[config.mk]
export PLATFORM = sky130hd
export DESIGN_NAME = decoder_session_ctrl_flat
export DESIGN_NICKNAME = d
export VERILOG_FILES = /design/src/rtl/decoder_session_ctrl_if.sv /design/src/rtl/decoder_session_ctrl.sv /design/src/flat_wrapper.sv
export SDC_FILE = /design/constraint.sdc
export NUM_CORES = 1
export LEC_CHECK = 0
export ABC_AREA = 1
export CORE_AREA = 2 2 52 64
export CTS_CLUSTER_DIAMETER = 40
export DETAILED_ROUTE_END_ITERATION = 10
export DIE_AREA = 0 0 54 66
export PLACE_DENSITY = 0.79
export SKIP_CTS_REPAIR_TIMING = 1
export SLEW_MARGIN = 20
export SYNTH_ARGS = -nofsm -noshare
export SYNTH_HDL_FRONTEND = slang
export SYNTH_SLANG_ARGS = --single-unit
[constraint.sdc]
create_clock -name Clock -period 2.65 [get_ports Clock]
set_input_delay 0.53 -clock Clock [delete_from_list [all_inputs] [get_ports Clock]]
set_output_delay 0.53 -clock Clock [all_outputs]
set_load 0.01 [all_outputs]
[src/rtl/decoder_session_ctrl_if.sv]
// Handshake bundle between a session source and the decoder session controller.
// The master drives the user/function codes and command pulses; the slave
// returns the latched decoder codes and the status flags.
interface decoder_session_ctrl_if;
    logic [2:0] User;
    logic [2:0] Func;
    logic       Login;
    logic       Request;
    logic       Logout;
    logic [2:0] UserOut;
    logic [2:0] FuncOut;
    logic       Enable;
    logic       Denied;
    logic       SessionOpen;
    logic [1:0] State;

    modport master (
        output User, Func, Login, Request, Logout,
        input  UserOut, FuncOut, Enable, Denied, SessionOpen, State
    );

    modport slave (
        input  User, Func, Login, Request, Logout,
        output UserOut, FuncOut, Enable, Denied, SessionOpen, State
    );
endinterface

[src/rtl/decoder_session_ctrl.sv]
// Decoder session controller: a user logs in, requests functions that are
// enabled for a fixed hold window, and illegal logins/requests raise Denied
// for a fixed window before returning to the state they came from.
module decoder_session_ctrl #(
    parameter int HOLD_CYCLES = 8,
    parameter int DENY_CYCLES = 4
) (
    input  logic                         Clock,
    input  logic                         Reset,
    decoder_session_ctrl_if.slave        bus
);

    localparam logic [1:0] IDLE    = 2'b00;
    localparam logic [1:0] SESSION = 2'b01;
    localparam logic [1:0] ACTIVE  = 2'b10;
    localparam logic [1:0] DENIED  = 2'b11;

    localparam logic [7:0] HOLD_LOAD = 8'(HOLD_CYCLES - 1);
    localparam logic [7:0] DENY_LOAD = 8'(DENY_CYCLES - 1);

    logic [1:0] state_q, state_nx;
    logic [1:0] ret_q, ret_nx;
    logic [2:0] user_q, user_nx;
    logic [2:0] func_q, func_nx;
    logic [7:0] cnt_q, cnt_nx;
    logic       enable_q, denied_q, open_q;

    function automatic logic user_valid(input logic [2:0] u);
        return (u == 3'b101) || (u == 3'b011) || (u == 3'b001) || (u == 3'b110);
    endfunction

    // Access table: which functions each valid user may activate.
    function automatic logic func_permitted(input logic [2:0] u, input logic [2:0] f);
        logic ok;
        ok = 1'b0;
        case (u)
            3'b101:  ok = (f != 3'b000);
            3'b011:  ok = (f == 3'b001) || (f == 3'b010) || (f == 3'b011) ||
                          (f == 3'b100) || (f == 3'b110);
            3'b001:  ok = (f == 3'b001) || (f == 3'b011) || (f == 3'b100) ||
                          (f == 3'b110);
            3'b110:  ok = (f == 3'b001) || (f == 3'b110);
            default: ok = 1'b0;
        endcase
        return ok;
    endfunction

    // Next-state logic; one shared counter times both the hold and deny windows.
    always_comb begin
        state_nx = state_q;
        ret_nx   = ret_q;
        user_nx  = user_q;
        func_nx  = func_q;
        cnt_nx   = cnt_q;
        case (state_q)
            IDLE: begin
                if (bus.Login) begin
                    if (user_valid(bus.User)) begin
                        user_nx  = bus.User;
                        state_nx = SESSION;
                    end else begin
                        user_nx  = 3'b000;
                        ret_nx   = IDLE;
                        cnt_nx   = DENY_LOAD;
                        state_nx = DENIED;
                    end
                end
            end
            SESSION: begin
                if (bus.Logout) begin
                    user_nx  = 3'b000;
                    func_nx  = 3'b000;
                    state_nx = IDLE;
                end else if (bus.Request) begin
                    if (func_permitted(user_q, bus.Func)) begin
                        func_nx  = bus.Func;
                        cnt_nx   = HOLD_LOAD;
                        state_nx = ACTIVE;
                    end else begin
                        func_nx  = 3'b000;
                        ret_nx   = SESSION;
                        cnt_nx   = DENY_LOAD;
                        state_nx = DENIED;
                    end
                end
            end
            ACTIVE: begin
                if (bus.Logout) begin
                    user_nx  = 3'b000;
                    func_nx  = 3'b000;
                    cnt_nx   = 8'd0;
                    state_nx = IDLE;
                end else if (cnt_q == 8'd0) begin
                    func_nx  = 3'b000;
                    state_nx = SESSION;
                end else begin
                    cnt_nx = cnt_q - 8'd1;
                end
            end
            default: begin
                // A logout here only redirects the return; the window still runs out.
                if (bus.Logout) begin
                    ret_nx  = IDLE;
                    user_nx = 3'b000;
                end
                if (cnt_q == 8'd0) begin
                    state_nx = ret_nx;
                end else begin
                    cnt_nx = cnt_q - 8'd1;
                end
            end
        endcase
    end

    // State and output registers; flags are registered from the next state.
    always_ff @(posedge Clock) begin
        if (Reset) begin
            state_q  <= IDLE;
            ret_q    <= IDLE;
            user_q   <= 3'b000;
            func_q   <= 3'b000;
            cnt_q    <= 8'd0;
            enable_q <= 1'b0;
            denied_q <= 1'b0;
            open_q   <= 1'b0;
        end else begin
            state_q  <= state_nx;
            ret_q    <= ret_nx;
            user_q   <= user_nx;
            func_q   <= func_nx;
            cnt_q    <= cnt_nx;
            enable_q <= (state_nx == ACTIVE);
            denied_q <= (state_nx == DENIED);
            open_q   <= (state_nx == SESSION) || (state_nx == ACTIVE) ||
                        ((state_nx == DENIED) && (ret_nx == SESSION));
        end
    end

    assign bus.UserOut     = user_q;
    assign bus.FuncOut     = func_q;
    assign bus.Enable      = enable_q;
    assign bus.Denied      = denied_q;
    assign bus.SessionOpen = open_q;
    assign bus.State       = state_q;

endmodule

[src/flat_wrapper.sv]
// flat-port wrapper written by rule: the top's interface ports become plain ports
module decoder_session_ctrl_flat 
#(
    parameter int HOLD_CYCLES = 8,
    parameter int DENY_CYCLES = 4
)
  (Clock, Reset, bus_User, bus_Func, bus_Login, bus_Request, bus_Logout, bus_UserOut, bus_FuncOut, bus_Enable, bus_Denied, bus_SessionOpen, bus_State);
  decoder_session_ctrl_if bus_i ();
  input  logic Clock;
  input  logic Reset;
  input wire logic [$bits(bus_i.User)-1:0] bus_User;
  input wire logic [$bits(bus_i.Func)-1:0] bus_Func;
  input wire logic [$bits(bus_i.Login)-1:0] bus_Login;
  input wire logic [$bits(bus_i.Request)-1:0] bus_Request;
  input wire logic [$bits(bus_i.Logout)-1:0] bus_Logout;
  output wire logic [$bits(bus_i.UserOut)-1:0] bus_UserOut;
  output wire logic [$bits(bus_i.FuncOut)-1:0] bus_FuncOut;
  output wire logic [$bits(bus_i.Enable)-1:0] bus_Enable;
  output wire logic [$bits(bus_i.Denied)-1:0] bus_Denied;
  output wire logic [$bits(bus_i.SessionOpen)-1:0] bus_SessionOpen;
  output wire logic [$bits(bus_i.State)-1:0] bus_State;
  assign bus_i.User = bus_User;
  assign bus_i.Func = bus_Func;
  assign bus_i.Login = bus_Login;
  assign bus_i.Request = bus_Request;
  assign bus_i.Logout = bus_Logout;
  assign bus_UserOut = bus_i.UserOut;
  assign bus_FuncOut = bus_i.FuncOut;
  assign bus_Enable = bus_i.Enable;
  assign bus_Denied = bus_i.Denied;
  assign bus_SessionOpen = bus_i.SessionOpen;
  assign bus_State = bus_i.State;
  decoder_session_ctrl #(.HOLD_CYCLES(HOLD_CYCLES), .DENY_CYCLES(DENY_CYCLES)) u_core (.Clock(Clock), .Reset(Reset), .bus(bus_i));
endmodule
==> reports/results.txt <==
final hold vios - 0
Data arrival, critical path - 2.29 ns
vias in the first global route - 1139
Placed Cells - 247
drt drc - 0
fin area - 0.00162 mm²
TritonRoute pass-1 iters - 4
drt wl/cell - 10.6 µm
#FFs+latches synth - 21
clk root buf - clkbuf_4
Placeable Area - 0.00297 mm²
CP max FO - 6
Max Root-Sink Buffers - 2
CP max-delay cell - dfxtp_1
GR peak layer - met2
Syn Nets - 208
unrepaired setup endpoints after global routing - false
initial antenna violation count - 0
Req. time, crit path - 2.85 ns
Seq/Total Area, Yosys - 31.7%
Worst Tran Pin Value - 0.489 ns
crit path time final - 2.09 ns
starting density of the core - 44.6%
GRT met2 Usage - 28.8%
final setup margin - 0.559 ns
synthesized area per cell - 7.01 µm²
GP Congestion - 0.875
Iter 0 DRT Violations - 23
gr ovfl total - 0
VDD IR max - 0.000408 V
Setup CP Type - flip-flop to flip-flop
Sink Count - 21
delay-heaviest family, CP - simple AND/OR/NAND/NOR gates
clk slew on worst S/H paths - 0.11 ns
f_max - 0.478 GHz
EDFF count, synth - 0
GRT Util Overall - 17.2%
vias - 1235
pwr/cell area - 832 mW/mm²
Worst Hold Class - flip-flop to flip-flop
placed cell area - 0.00159 mm²
Diodes inserted - 0
num ports - 22
DP Worst Slack - 0.232 ns
cell accounting for the most synthesized area - dfxtp_1
MaxCap Viol Count - 0
crit-path cells - inv_1 -> ha_1 -> nand3_1 -> nor2_4 -> inv_2 -> nand3_2 -> nand2_1 -> nand2_1 -> nand3b_1 -> o21ai_1 -> inv_1 -> ha_1 -> nor2_1 -> o21bai_1
share of layout cells above drive strength 1 - 12.1%
pin count of the biggest net entering global routing - 12
worst-skew pair later-pin latency - 0.30 ns
final net count - 235
CTS tree - yes
synth unique cells - 29
Area Overhead vs Synth - 22.1%
hold slack - 0.473 ns
post-DR vias/cell - 4.92
relative slew slack - 67.1%
area fraction of the dominant cell type after synthesis - 31.7%
post-route ant nets - 0
most frequent cells after synthesis - nand2_1, inv_1, nor2_1
outcome - finished, final reports clean
cells after synthesis - 189
Slew Limit Fails - 0
first-pass GRT wire length - 4610 µm
cts bufs inserted - 3
Static Leak - 0.000723 µW
Non-Filler Instances - 251
Final setup viols - 0
Filler cells - 302
Reg area - 420 µm²
Critical Path Sink Type - flip-flop
met3 Use GR - 2.26%
Synth Cell Area - 0.00133 mm²
most common cell in the netlist - nand2_1
global routing usage on met1 - 20.7%
HPWL Detailed - 2150 µm
top_reg_cell synth - dfxtp_1
Chip Width - 54 µm
port bufs - 21
final wirelength - 2670 µm
fraction of registers with async set/reset - 0%
Die Span Y - 66 µm
die area - 0.00356 mm²
Final period util - 78.9%
Startpoint Class - flip-flop
setup TNS - 0 ns
multi-input logic area - 785 µm²
main area contributors after synthesis - dfxtp_1, nand2_1, inv_1
worst path bufs/invs - 3
# rows - 22
CTS H-tree lvls - 1
Worst Skew - 0.00113 ns
Yosys warnings - 0
Worst path max stage delay - 0.36 ns
==> path summary, 6_finish.rpt <==
check / start / to / slack [ns] / cells after the start
setup / recovery: u_core.cnt_q[0]$_SDFFE_PP0P_ / u_core.bus.SessionOpen$_SDFF_PP0_ / 0.56 / 14
hold / removal: u_core.bus.FuncOut[1]$_SDFFE_PP0P_ / u_core.bus.FuncOut[1]$_SDFFE_PP0P_ / 0.47 / 2
setup reg to reg: u_core.cnt_q[0]$_SDFFE_PP0P_ / u_core.bus.SessionOpen$_SDFF_PP0_ / 0.56 / 14
hold reg to reg: u_core.bus.FuncOut[1]$_SDFFE_PP0P_ / u_core.bus.FuncOut[1]$_SDFFE_PP0P_ / 0.47 / 2
==> state kept, by name, indices dropped and copies added (netlist names) <==
name	flops
u_core.cnt_q	8
u_core.bus.FuncOut	3
u_core.bus.UserOut	3
u_core.bus.State	2
u_core.ret_q	2
u_core.bus.Denied	1
u_core.bus.Enable	1
u_core.bus.SessionOpen	1
==> where the power goes <==
group          total [µW]  switching [µW]  internal, µW
Sequential            460            69.3           391
Clock                 151            92.6          58.6
Combinational         735             437           298
==> stage by stage <==
stage / total power (µW) / util, %
floorplan: 1010 / -
global placement: 1190 / 53.5
detailed placement: 1200 / 53.5
CTS: 1360 / 54.4
global route: 1480 / 54.4
finish: 1350 / 54.4
==> layout make-up <==
class | instances | area share [%]
timing repair buffer | 23 | 13.9
sequential | 21 | 26.0
clock buffer | 4 | 1.62
multi-input combinational | 136 | 48.5
tap | 36 | 2.78
inverter | 31 | 7.19
==> cells in the final DEF, fill, tap and decap left out, types with 3 or more instances in the layout <==
cell type,count
clkdlybuf4s50_1,21
nor2_1,26
a21oi_1,15
nand4_1,4
nand2_2,6
nand3_1,12
inv_2,4
xor2_1,5
clkbuf_4,3
dfxtp_1,21
nor2_4,3
ha_1,8
o21ai_0,8
nand2_1,30
inv_1,27
==> cell families after synthesis <==
kind of cell | count (synthesis) | synth area share, %
AO/OA/AOI/OAI | 34 | 15.0
buffers and inverters | 32 | 9.06
XOR/XNOR | 5 | 3.30
flip-flops | 21 | 31.7
adder cells (fa/ha/maj) | 8 | 7.55
AND/OR/NAND/NOR | 89 | 33.3
==> tightest hold or removal path, stage by stage (launching register included) <==
cell and delay, ns:
dfxtp_1 0.33, nand2_1 0.06, a21oi_1 0.05
==> metal layers <==
layer  vias up  wire length [µm]
li1        667                 -
met1       550              1220
met2        12              1350
met3         6                51
met4         0                48
met5         -                 0
(Power assumes the default switching activity.)
